==> config.mk <==
export PLATFORM = sky130hd
export DESIGN_NAME = data_send
export DESIGN_NICKNAME = d
export VERILOG_FILES = /design/src/rtl/data_send.sv
export SDC_FILE = /design/constraint.sdc
export NUM_CORES = 1
export LEC_CHECK = 0
export CAP_MARGIN = 20
export CORE_MARGIN = 2
export CORE_UTILIZATION = 40
export CTS_CLUSTER_SIZE = 40
export DETAILED_ROUTE_END_ITERATION = 6
export GPL_ROUTABILITY_DRIVEN = 0
export PLACE_DENSITY_LB_ADDON = 0.3
export RECOVER_POWER = 100
export SLEW_MARGIN = 0
export SYNTH_ARGS = -nofsm -noshare
export SYNTH_HDL_FRONTEND = slang
export SYNTH_SLANG_ARGS = --single-unit
==> constraint.sdc <==
create_clock -name clk -period 2 [get_ports clk]
set_input_delay 0.3 -clock clk [delete_from_list [all_inputs] [get_ports clk]]
set_output_delay 0.3 -clock clk [all_outputs]
set_load 0.03 [all_outputs]
==> src/rtl/data_send.sv <==
// ==== data_send : streams NUM_DATA bytes from the result RAM to the UART TX core (rev 1.0) ====
`default_nettype none

module data_send #(
  parameter int NUM_DATA   = 2500,
  parameter int ADDR_WIDTH = 14
) (
  input  logic                  clk,
  input  logic                  rst_n,
  input  logic                  start,
  output logic                  MEM_read_enable,
  output logic [ADDR_WIDTH-1:0] MEM_read_addr,
  input  logic [7:0]            MEM_read_data,
  input  logic                  tx_busy,
  output logic                  tx_start,
  output logic [7:0]            tx_data,
  output logic                  finish,
  output logic                  send_finish_display
);

  localparam logic [ADDR_WIDTH-1:0] LAST_ADDR = ADDR_WIDTH'(NUM_DATA - 1);

  typedef enum logic [2:0] {
    S_IDLE      = 3'd0,
    S_READ      = 3'd1,
    S_WAIT_DATA = 3'd2,
    S_WAIT_ACK  = 3'd3,
    S_WAIT_DONE = 3'd4,
    S_DONE      = 3'd5
  } state_t;

  state_t                state_q, state_d;
  logic [ADDR_WIDTH-1:0] addr_q, addr_d;
  logic                  tx_start_q, tx_start_d;
  logic [7:0]            tx_data_q, tx_data_d;
  logic                  disp_q, disp_d;

  always_ff @(posedge clk or negedge rst_n) begin
    if (!rst_n) begin
      state_q    <= S_IDLE;
      addr_q     <= '0;
      tx_start_q <= 1'b0;
      tx_data_q  <= 8'h00;
      disp_q     <= 1'b0;
    end else begin
      state_q    <= state_d;
      addr_q     <= addr_d;
      tx_start_q <= tx_start_d;
      tx_data_q  <= tx_data_d;
      disp_q     <= disp_d;
    end
  end

  always_comb begin
    state_d    = state_q;
    addr_d     = addr_q;
    tx_start_d = 1'b0;
    tx_data_d  = tx_data_q;
    disp_d     = disp_q;
    case (state_q)
      S_IDLE: begin
        addr_d = '0;
        if (start) state_d = S_READ;
      end
      S_READ: state_d = S_WAIT_DATA;
      S_WAIT_DATA: begin
        // RAM output is held by the RAM itself, so waiting here is safe
        if (!tx_busy) begin
          tx_data_d  = MEM_read_data;
          tx_start_d = 1'b1;
          state_d    = S_WAIT_ACK;
        end
      end
      S_WAIT_ACK: begin
        if (tx_busy) state_d = S_WAIT_DONE;
      end
      S_WAIT_DONE: begin
        if (!tx_busy) begin
          if (addr_q == LAST_ADDR) begin
            state_d = S_DONE;
            disp_d  = ~disp_q;
          end else begin
            addr_d  = addr_q + 1'b1;
            state_d = S_READ;
          end
        end
      end
      S_DONE: begin
        if (start) begin
          addr_d  = '0;
          state_d = S_READ;
        end
      end
      default: state_d = S_IDLE;
    endcase
  end

  assign MEM_read_enable     = (state_q == S_READ);
  assign MEM_read_addr       = addr_q;
  assign tx_start            = tx_start_q;
  assign tx_data             = tx_data_q;
  assign finish              = (state_q == S_DONE);
  assign send_finish_display = disp_q;

endmodule

`default_nettype wire

* Yosys cells after proc, flatten, opt, wreduce, memory -nomap -nowiden *
Cells that the tools add are included.
W data, S select, Z words.

operators by class
  bitwise gates (word level) = 2
  eq/ne operators = 12
  add/subtract/negate cells = 1
  reduce and logical (&&, ||, !) cells = 7
  multiplexer cells = 12

operator list
  kind                     count
  $mux W14                 3
  $pmux W14 S3             1
  $mux W3                  5
  $pmux W3 S5              1
  $add A14 B1 Y14 const B  1
  $eq A14 B12 Y1 const B   1
  $ne A2 B2 Y1 const B     5
  $reduce_and A4 Y1        2
  $eq A3 B2 Y1 const B     2
  $eq A3 B3 Y1 const B     2
  $eq A3 B1 Y1 const B     1
  $logic_not A3 Y1         1
  $reduce_and A3 Y1        1
  $reduce_bool A3 Y1       1
  $mux W1                  2
  $ne A2 B1 Y1 const B     1
  $not A1 Y1               2
  $reduce_and A2 Y1        1
  $reduce_or A2 Y1         1

word-level totals
  bits of input ports = 12
  logic and storage cells = 39
  register bits after elaboration = 27
  output and inout port bits = 26

* Logic depth before layout (Yosys ltp) *
  depth after elaboration = 4
  gate-level depth with buffers = 7

* Least setup slack after synthesis *
OpenSTA, ideal clock, no wires.

  path type = reg2reg
  from = reg addr_q[0], in the netlist MEM_read_addr[0]
  to = reg addr_q[7], in the netlist MEM_read_addr[7]
  setup slack = 33 ps
  library setup time = 80 ps
  path buffers = 1
  cell stages (with the launch flop) = 7
  clock period less this slack = 1967 ps
  arrival time = 1886 ps
  cell sequence = dfrtp_1 -> ha_1 -> nor2b_4 -> and4_1 -> buf_6 -> or4_1 -> o211ai_2

on the way
  longest elaborated chain between the ends = 4

ends and longest elaborated chain
  what                    line  source
  from (decl)             33    logic [ADDR_WIDTH-1:0] addr_q, addr_d;
  from (signal assigned)  47    addr_q <= addr_d;
  $add A14 B1 Y14         83    addr_d = addr_q + 1'b1;
  $mux W14                79    if (addr_q == LAST_ADDR) begin
  $mux W14                78    if (!tx_busy) begin
  $pmux W14 S3            60    case (state_q)

Several ways; a longest one is shown, not always the timed one. The select of a mux whose other input is x is not followed.
A chain may end at the register's enable or synchronous reset.

* Final worst setup path *
  from = reg addr_q[3], in the netlist MEM_read_addr[3]
  to = out MEM_read_addr[3]

RTL lines
  what       line  source
  to (decl)  12    output logic [ADDR_WIDTH-1:0] MEM_read_addr,

No word-level cell between the ends.

==> results.yml <==
cells_and_area:
  areaGrowthSynthToFinish_pct: 28.2
  layout_common_cells: "dfrtp_1 (27), dlygate4sd3_1 (21), a31oi_1 (14)"
  fillers: 306
  insertedDiodeCount: 0
  drive_above_1_share_pct: 12.8
  layout_commonest_cell: "dfrtp_1"
  finalNetCount: 194
detailed_routing:
  vias: 1291
  drcViolationCount: 0
  first_iter_violations: 51
  wire_per_inst_um: 14.8
  wirelength_um: 3360
  ant_nets: 0
  routed_via_density: 5.71
  drtPass1Iterations: 7
placed_design:
  port_buffers: 37
  dp_slack_ps: 54.8
  place_hpwl_um: 2410
die:
  io_pins: 38
  dieWidth_um: 64.4
  start_util_pct: 42.7
  dieArea_mm2: 0.00415
  core_mm2: 0.00342
  rows: 21
  die_h_um: 64.4
sta:
  timing.final.crit_period_ps: 1870
  fin_worst_skew_ps: 3.93
  rsz0062_at_grt: "no"
  fin_crit_sh_pct: 93.6
  finalSetupViolCount: 0
  worst_pin_slew_ps: 1460
  max_freq_mhz: 534
  fin_tns_setup_ps: 0
  fin_ws_ps: 129
  slew_headroom_pct: 2.83
  maxSlewViolCount: 0
  final-hold-violation-count: 0
worst_setup_path:
  cp_max_fo: 9
  critPathLaunchType: "flip-flop"
  crit_slowest_cell: "clkdlybuf4s50_1"
  cp.required_ps: 1700
  end_kind: "output pin"
  slowest_delay_ps: 730
  worstPathCellList: "clkdlybuf4s50_1"
  crit_family: "buffers and inverters"
  worstPathArrival_ps: 1570
  setup.worst_path.class: "reg -> out"
  path_buf_inv: 1
synthesis:
  synthArstFlopShare_pct: 100
  netlist_instances: 141
  synth_edf_count: 0
  ys_warn_count: 0
  synth_fp_nets: 154
  synth_seq_cells: 27
  netlist_area_mm2: 0.00146
  ys_seq_area_share_pct: 46.3
  synth_top_flop_cell: "dfrtp_1"
  synth_cell_types: 39
  syn_avg_cell_area_um2: 10.4
clock_tree:
  cts.path.max_buffers: 2
  root_buffer: "clkbuf_4"
  clk_latency_ps: 320
  clk_pin_slew_ps: 130
  ctsHoldBuffers: 0
  cts-htree-levels: 1
  cts_buffers: 3
  cts_tree: "built"
  cts_num_sinks: 27
  postCtsSetupBuffers: 0
status:
  status: "completed"
global_route:
  grt_usage_pct: 17.4
  grt_pass1_vias: 1259
  overflow: 0
  antenna_found_initial: 0
  grt_max_degree: 28
  grt_pass1_wl_um: 5700
power_and_ir_drop:
  power_density_mw_per_mm2: 1030
  peakVddDrop_mv: 0.433
  p_leak_uw: 0.000798
flow_run:
  cap_violations: 0
hold_path:
  hp-class: "reg -> reg"
==> state kept, by name, indices dropped and copies added (netlist names) <==
register and cells:
tx_data 8, send_finish_display 1, state_q 3, tx_start 1, MEM_read_addr 14
==> routing by layer <==
metal | up-vias | wire [µm] | part of all wire (%) | track usage, %
met5 | - | 0 | 0 | 0
met4 | 0 | 51 | 1.5 | 5.85
met2 | 64 | 1640 | 49 | 29.2
li1 | 604 | - | - | -
met3 | 9 | 239 | 7.1 | 3.30
met1 | 614 | 1430 | 43 | 22.5
==> synthesized netlist by cell type (3+ instances only) <==
cell	n	area share, %
a31oi_1	14	6.0
mux2_2	8	6.2
and3_1	3	1.3
inv_1	10	2.6
dfrtp_1	27	46
nand4_1	4	1.7
and4_1	3	1.8
buf_6	3	2.3
o21ai_1	3	1.0
o21ai_0	7	2.4
nor3_1	6	2.1
nand3_1	11	3.8
nand2_1	7	1.8
==> through the flow <==
step,power [µW],util [%],instances,hold slack (ps),instance area [µm²]
floorplan,1430,-,141,4.41,1460
global placement,1740,54.8,222,462,1870
detailed placement,1770,54.8,222,467,1870
CTS,2000,55.5,226,343,1890
global route,2060,54.8,226,506,1870
finish,1920,54.8,226,476,1870
==> final cells by class <==
cell class / instances / area [µm²] / share of cell area (%)
well taps: 46 / 57.6 / 3.07
clock buffers: 4 / 26.3 / 1.40
inverters: 10 / 37.5 / 2.01
repair buffers: 42 / 397 / 21.2
multi-input cells: 97 / 678 / 36.2
flip-flops and latches: 27 / 676 / 36.1
==> power breakdown <==
group          switching (µW)  internal, µW  leakage [µW]
registers                 118           681      0.000353
logic                     523           371      0.000430
clock network             152          78.1     0.0000150
==> final timing paths <==
| path | from | end | slack [ps] | cells after the start |
|---|---|---|---|---|
| setup / recovery | MEM_read_addr[3]$_DFFE_PN0P_ | MEM_read_addr[3] | 130 | 1 |
| hold / removal | send_finish_display$_DFFE_PN0P_ | send_finish_display$_DFFE_PN0P_ | 480 | 1 |
| setup reg to reg | MEM_read_addr[10]$_DFFE_PN0P_ | MEM_read_addr[10]$_DFFE_PN0P_ | 170 | 5 |
| hold reg to reg | send_finish_display$_DFFE_PN0P_ | send_finish_display$_DFFE_PN0P_ | 480 | 1 |
| max in group asynchronous | rst_n | MEM_read_addr[13]$_DFFE_PN0P_ | 390 | 2 |
| min in group asynchronous | rst_n | tx_data[2]$_DFFE_PN0P_ | 770 | 2 |
==> what timing repair did <==
item	4_1_cts	5_1_grt
cloned	0	0
setup endpoints to repair	2	3
resized for setup	2	3
pin swaps	0	0
==> cells by family after synthesis <==
logic type | Yosys count | share of synthesized area, %
AND/OR/NAND/NOR | 48 | 21.3
AO/OA/AOI/OAI | 39 | 18.5
flip-flops | 27 | 46.3
buffers and inverters | 17 | 6.34
multiplexers | 8 | 6.17
XOR/XNOR | 1 | 0.600
adder cells (fa/ha/maj) | 1 | 0.857
Power figures use the tool's default switching activity.
